**src/rtl/irq_ctrl.sv**
```systemverilog
// Eight-line interrupt controller: per-line synchronizers, edge/level pending
// capture, mask, single-level claim/EOI handshake and an optional compare timer
// (enabled with IRQ_CTRL_TIMER_EN).
module irq_ctrl #(
  parameter int unsigned SYNC_STAGES = 2,
  parameter int unsigned TIMER_LINE  = 7
) (
  input  logic        clock,
  input  logic        reset,
  input  logic [7:0]  irq_in,
  input  logic        wr_en,
  input  logic [2:0]  addr,
  input  logic [63:0] wr_data,
  output logic [63:0] rd_data,
  output logic [7:0]  interrupt_source
);

  localparam int unsigned NLINES = 8;
  localparam int unsigned IDW    = 3;
  localparam int unsigned TW     = 32;

  typedef enum logic {IDLE, ACTIVE} state_t;

  localparam logic [2:0] A_PENDING = 3'd0;
  localparam logic [2:0] A_MASK    = 3'd1;
  localparam logic [2:0] A_EDGE    = 3'd2;
  localparam logic [2:0] A_CLAIM   = 3'd3;
  localparam logic [2:0] A_COUNT   = 3'd4;
  localparam logic [2:0] A_COMPARE = 3'd5;

  logic [SYNC_STAGES-1:0][NLINES-1:0] sync_q;
  logic [NLINES-1:0] s, s_d_q;
  logic [NLINES-1:0] pending_q, pending_d;
  logic [NLINES-1:0] mask_q, edge_q;
  logic [NLINES-1:0] rise, set_evt, clr, req;
  logic [NLINES-1:0] timer_rise, timer_lvl;
  logic [IDW-1:0]    active_id_q, active_id_d, hi_id;
  logic [NLINES-1:0] src_d;
  logic [TW-1:0]     count_rd, compare_rd;
  state_t            state_q, state_d;
  logic              wr_pend, wr_mask, wr_edge, wr_claim, wr_count, wr_compare;
  logic              eoi, mask_drop, active;
  logic              unused_wr_hi;

  assign unused_wr_hi = ^wr_data[63:8];

  assign wr_pend    = wr_en && (addr == A_PENDING);
  assign wr_mask    = wr_en && (addr == A_MASK);
  assign wr_edge    = wr_en && (addr == A_EDGE);
  assign wr_claim   = wr_en && (addr == A_CLAIM);
  assign wr_count   = wr_en && (addr == A_COUNT);
  assign wr_compare = wr_en && (addr == A_COMPARE);

  assign active    = (state_q == ACTIVE);
  assign eoi       = wr_claim && active && (wr_data[2:0] == active_id_q);
  assign mask_drop = wr_mask && active && !wr_data[active_id_q];

  // Synchronizer chain; s is the only version of irq_in used downstream.
  always_ff @(posedge clock) begin
    if (reset) begin
      sync_q <= '0;
      s_d_q  <= '0;
    end else begin
      sync_q <= {sync_q[SYNC_STAGES-2:0], irq_in};
      s_d_q  <= s;
    end
  end

  assign s    = sync_q[SYNC_STAGES-1];
  assign rise = s & ~s_d_q;

`ifdef IRQ_CTRL_TIMER_EN
  logic [TW-1:0] count_q, compare_q;
  logic          tpend_q, tpend_d_q;

  // Free-running counter; a COMPARE write re-arms the match flag.
  always_ff @(posedge clock) begin
    if (reset) begin
      count_q   <= '0;
      compare_q <= 32'hFFFF_FFFF;
      tpend_q   <= 1'b0;
      tpend_d_q <= 1'b0;
    end else begin
      count_q   <= wr_count ? wr_data[TW-1:0] : count_q + 32'd1;
      if (wr_compare) compare_q <= wr_data[TW-1:0];
      if (wr_compare)                  tpend_q <= 1'b0;
      else if (count_q == compare_q)   tpend_q <= 1'b1;
      tpend_d_q <= tpend_q;
    end
  end

  assign timer_rise = NLINES'(tpend_q & ~tpend_d_q) << TIMER_LINE;
  assign timer_lvl  = NLINES'(tpend_q) << TIMER_LINE;
  assign count_rd   = count_q;
  assign compare_rd = compare_q;
`else
  assign timer_rise = '0;
  assign timer_lvl  = '0;
  assign count_rd   = '0;
  assign compare_rd = '0;
`endif

  // Edge lines: sticky with set winning over W1C/EOI; level lines track s.
  always_comb begin
    set_evt   = edge_q & (rise | timer_rise);
    clr       = '0;
    if (wr_pend) clr = clr | wr_data[NLINES-1:0];
    if (eoi)     clr = clr | (NLINES'(1) << active_id_q);
    pending_d = (edge_q & ((pending_q & ~clr) | set_evt))
              | (~edge_q & (s | timer_lvl));
  end

  always_ff @(posedge clock) begin
    if (reset) begin
      pending_q <= '0;
      mask_q    <= '0;
      edge_q    <= '0;
    end else begin
      pending_q <= pending_d;
      if (wr_mask) mask_q <= wr_data[NLINES-1:0];
      if (wr_edge) edge_q <= wr_data[NLINES-1:0];
    end
  end

  assign req = pending_q & mask_q;

  // Highest requesting index wins.
  always_comb begin
    hi_id = '0;
    for (int i = 0; i < NLINES; i++) begin
      if (req[i]) hi_id = IDW'(i);
    end
  end

  always_ff @(posedge clock) begin
    if (reset) begin
      state_q          <= IDLE;
      active_id_q      <= '0;
      interrupt_source <= '0;
    end else begin
      state_q          <= state_d;
      active_id_q      <= active_id_d;
      interrupt_source <= src_d;
    end
  end

  always_comb begin
    state_d     = state_q;
    active_id_d = active_id_q;
    src_d       = '0;
    case (state_q)
      IDLE: begin
        if (|req) begin
          state_d     = ACTIVE;
          active_id_d = hi_id;
        end
      end
      ACTIVE: begin
        if (eoi || mask_drop) state_d = IDLE;
      end
      default: state_d = IDLE;
    endcase
    if (state_d == ACTIVE) src_d = NLINES'(1) << active_id_d;
  end

  always_comb begin
    rd_data = '0;
    case (addr)
      A_PENDING: rd_data = 64'(pending_q);
      A_MASK:    rd_data = 64'(mask_q);
      A_EDGE:    rd_data = 64'(edge_q);
      A_CLAIM:   rd_data = 64'({active, active_id_q});
      A_COUNT:   rd_data = 64'(count_rd);
      A_COMPARE: rd_data = 64'(compare_rd);
      default:   rd_data = '0;
    endcase
  end

endmodule

```
**config.mk**
```make
export PLATFORM = sky130hd
export DESIGN_NAME = irq_ctrl
export DESIGN_NICKNAME = d
export VERILOG_FILES = /design/src/rtl/irq_ctrl.sv
export SDC_FILE = /design/constraint.sdc
export NUM_CORES = 1
export LEC_CHECK = 0
export BUFFER_PORTS_ARGS = -buffer_cell sky130_fd_sc_hd__buf_2
export CORE_MARGIN = 1.5
export CORE_UTILIZATION = 46
export CTS_CLUSTER_DIAMETER = 50
export DETAILED_ROUTE_END_ITERATION = 10
export PLACE_DENSITY = 0.81
export SETUP_SLACK_MARGIN = 0.5
export SYNTH_ARGS = -nofsm -noshare
export SYNTH_HDL_FRONTEND = slang
export SYNTH_SLANG_ARGS = --single-unit
export TNS_END_PERCENT = 30
```
**constraint.sdc**
```tcl
create_clock -name clock -period 2 [get_ports clock]
set_input_delay 0.2 -clock clock [delete_from_list [all_inputs] [get_ports clock]]
set_output_delay 0.2 -clock clock [all_outputs]
set_load 0.03 [all_outputs]
```
==> impl_metrics.prom <==
# TYPE chip_impl_metric gauge
chip_impl_info{name="rr_endpoint",value="interrupt_source[5]"} 1
chip_impl_info{name="tritoncts",value="done"} 1
chip_impl_metric{name="syn_avg_cell_area",unit="µm²"} 9.05
chip_impl_info{name="synth_top_cell_by_area",value="dfxtp_1"} 1
chip_impl_metric{name="overflow",unit=""} 0
chip_impl_metric{name="boundaryPins",unit=""} 150
chip_impl_info{name="dominantRegCellSynth",value="dfxtp_1"} 1
chip_impl_info{name="most-common-layout-cells",value="56 x conb_1, 52 x dfxtp_1, 44 x nand2_1"} 1
chip_impl_metric{name="finish.net_count",unit=""} 456
chip_impl_metric{name="hold_violations",unit=""} 0
chip_impl_metric{name="yosysWarningCount",unit=""} 0
chip_impl_metric{name="groute.usage.overall",unit=""} 0.174
chip_impl_metric{name="numPortBuffers",unit=""} 37
chip_impl_info{name="startpoint_class",value="flip-flop"} 1
chip_impl_metric{name="clock_sink_count",unit=""} 60
chip_impl_metric{name="critPathRequiredTime",unit="ps"} 2240
chip_impl_metric{name="worstHoldPathCells",unit=""} 2
chip_impl_metric{name="multi_input_logic_area",unit="µm²"} 1590
chip_impl_metric{name="synthToLayoutAreaGrowth",unit="%"} 15.7
chip_impl_metric{name="initial_antenna_violation_count",unit=""} 0
chip_impl_metric{name="routed_wire_length_per_instance",unit="µm"} 14.0
chip_impl_info{name="setup_repair_after_global_routing_missed_its_margin",value="true"} 1
chip_impl_metric{name="final_layout_setup_total_negative_slack",unit="ps"} 0
chip_impl_metric{name="finalSetupViolations",unit=""} 0
chip_impl_metric{name="slew_violations",unit=""} 0
chip_impl_metric{name="initialDrtViolationCount",unit=""} 336
chip_impl_metric{name="ir_drop",unit="µV"} 364
chip_impl_metric{name="htree_num_levels",unit=""} 3
chip_impl_metric{name="final_antenna_net_count",unit=""} 0
chip_impl_info{name="setup.worst_path.end_class",value="flip-flop"} 1
chip_impl_metric{name="crit_fanout",unit=""} 5
chip_impl_metric{name="max_slew_margin",unit=""} 0.563
chip_impl_metric{name="core_footprint",unit="µm²"} 6280
chip_impl_metric{name="finalWeightedCongestion",unit=""} 0.912
chip_impl_metric{name="maxCapViolCount",unit=""} 0
chip_impl_metric{name="hpwl_dp",unit="µm"} 4150
chip_impl_metric{name="synth_edf_count",unit=""} 0
chip_impl_metric{name="yosysTopAreaCellShare",unit=""} 0.406
chip_impl_metric{name="num-fill-cells",unit=""} 563
chip_impl_metric{name="cts_buffers",unit=""} 9
chip_impl_metric{name="floorplan.initialDensity",unit=""} 0.472
chip_impl_metric{name="cp_data_arrival_time",unit="ps"} 1980
chip_impl_metric{name="vert_die_dim",unit="µm"} 83.2
chip_impl_metric{name="total_power",unit="mW"} 2.47
chip_impl_info{name="result_of_the_run",value="complete, no violations"} 1
chip_impl_metric{name="power.static_leakage",unit="nW"} 1.38
chip_impl_metric{name="reg2reg_setup_slack",unit="ps"} 260
chip_impl_metric{name="clock_latency",unit="ps"} 330
chip_impl_metric{name="post_cts_hold_buffer_count",unit=""} 0
chip_impl_metric{name="via_count_normalized_by_instance_count",unit=""} 5.08
chip_impl_metric{name="period_share",unit=""} 0.871
chip_impl_info{name="hp-start",value="irq_in[7]"} 1
chip_impl_metric{name="synth_seq_cells",unit=""} 60
chip_impl_metric{name="synthesized_instance_count",unit=""} 327
chip_impl_info{name="worstSetupPathType",value="flip-flop to flip-flop"} 1
chip_impl_metric{name="drcViolationCount",unit=""} 0
chip_impl_metric{name="max_freq",unit="MHz"} 574
chip_impl_info{name="cts-root-buf",value="clkbuf_8"} 1
chip_impl_metric{name="yosysUniqueCellTypes",unit=""} 44
chip_impl_metric{name="worst_r2r_path_depth",unit=""} 6
chip_impl_metric{name="via_count",unit=""} 2335
chip_impl_metric{name="largest_net_degree_at_the_start_of_global_routing",unit=""} 38
chip_impl_info{name="holdCritPathClass",value="input pin to flip-flop"} 1
chip_impl_metric{name="power.density_cell_area",unit="nW/µm²"} 720
chip_impl_metric{name="fin_skew",unit="ps"} 10.4
chip_impl_metric{name="post-route-min-period",unit="ps"} 1740
chip_impl_metric{name="std_cell_rows",unit=""} 29
chip_impl_metric{name="async_reset_ff_frac",unit=""} 0
chip_impl_info{name="crit-reg2reg-launch",value="active_id_q[0]"} 1
chip_impl_metric{name="number_of_global_route_vias_before_repair",unit=""} 2082
chip_impl_metric{name="path_clk_slew",unit="ps"} 70
chip_impl_metric{name="die-area",unit="µm²"} 6930
chip_impl_metric{name="postRouteWirelength",unit="µm"} 6460
chip_impl_info{name="hold_path_end",value="sync_q[7]"} 1
chip_impl_metric{name="firstDrtPassIters",unit=""} 4
chip_impl_metric{name="utilization_after_layout",unit=""} 0.546
chip_impl_info{name="layout.cells.most_common",value="conb_1"} 1
chip_impl_metric{name="cts-root-to-sink-buffers",unit=""} 2
chip_impl_metric{name="die_w",unit="µm"} 83.2
chip_impl_metric{name="worst_slew_pin_slew",unit="ps"} 655
chip_impl_info{name="synth_area_leaders",value="dfxtp_1 41%, buf_4 14%, nor2b_1 6.1%, nand2_1 5.6%, mux2i_1 4.7%"} 1
chip_impl_metric{name="drive_above_1_share",unit=""} 0.277
chip_impl_metric{name="num_antenna_cells",unit=""} 0
chip_impl_metric{name="global_route_wire_length_before_repair",unit="µm"} 9640
chip_impl_metric{name="layout.area.seq",unit="µm²"} 1220
chip_impl_metric{name="synth_area",unit="µm²"} 2960
chip_impl_metric{name="synth-seq-area-share",unit=""} 0.406
[critical path, cell delays in order (launching register included)]
cell      delay [ps]
dfxtp_4          350
buf_6            130
buf_6            120
and3_4           180
o311ai_4         370
nand4b_1         260
nor3_1           230
[cell families after synthesis]
group	count (synthesis)	synth area share
multiplexers	21	0.0892
other	1	0.00127
AND/OR/NAND/NOR	125	0.216
flip-flops	60	0.406
XOR/XNOR	3	0.00888
AO/OA/AOI/OAI	46	0.115
buffers and inverters	71	0.164
[report_power, final]
group / total (mW) / internal (mW) / switching, mW / leakage, nW
clock network: 0.928 / 0.474 / 0.454 / 0.0889
logic: 0.296 / 0.0672 / 0.228 / 0.802
registers: 1.24 / 1.22 / 0.0202 / 0.494
[sequential cells by signal, summed over array words and instances (netlist names)]
register / count
pending_q: 8
s_d_q: 8
active: 1
edge_q: 8
sync_q: 8
interrupt_source: 8
mask_q: 8
s: 8
active_id_q: 3
[what timing repair did]
item | in CTS | in global routing
endpoints found under the setup margin | 23 | 27
resized for setup | 14 | 24
buffers inserted | 7 | 3
pin swaps | 2 | 5
[area by class of cell]
class | instances | area share
clock buffer | 11 | 0.0413
clock inverter | 5 | 0.00804
inverter | 3 | 0.00329
multi-input combinational | 251 | 0.464
sequential | 60 | 0.357
tap | 77 | 0.0281
timing repair buffer | 53 | 0.0983
[Yosys cell counts, types with 2 or more instances]
cell type  number
buf_2           6
o41ai_1         2
a22oi_1         3
a211o_1         2
nand3_1         4
mux2i_1        14
a22o_1          5
dfxtp_1        60
nor2b_1        29
o21ai_0         3
nor2_1         23
buf_4          56
xor2_1          2
nand3b_1        2
mux2_2          3
nor3_1          9
and4_1          2
a211oi_1        6
nand2_1        44
nand2b_1        3
inv_1           3
mux4_2          4
a32oi_1         2
clkbuf_1        4
buf_1           2
a21oi_1        16
[per-layer routing]
metal / vias to the layer above / part of all wire / GRT usage
met5: - / 0 / 0
met3: 27 / 0.086 / 0.0348
met4: 0 / 0.041 / 0.117
met1: 1070 / 0.40 / 0.218
li1: 1103 / - / -
met2: 135 / 0.47 / 0.272
[how the worst max path moves through the flow]
stage	startpoint	endpoint	slack, ps	depth (start not counted)
CTS	active_id_q[1]	rd_data[1]	310	3
finish	active_id_q[0]	interrupt_source[5]	260	6
global route	active_id_q[0]	interrupt_source[4]	200	6
detailed placement	active_id_q[1]	interrupt_source[7]	130	5
floorplan	active_id_q[1]	interrupt_source[4]	510	5
global placement	active_id_q[1]	interrupt_source[7]	140	5
[per-stage QoR]
step	setup slack, ps	hold WS [ps]	std cells	instance area [µm²]
floorplan	509	283	382	3170
global placement	136	410	434	3020
detailed placement	134	412	434	3020
CTS	313	68.7	457	3290
global route	199	69.7	460	3420
finish	258	81.7	460	3420
Power figures use the tool's default switching activity.
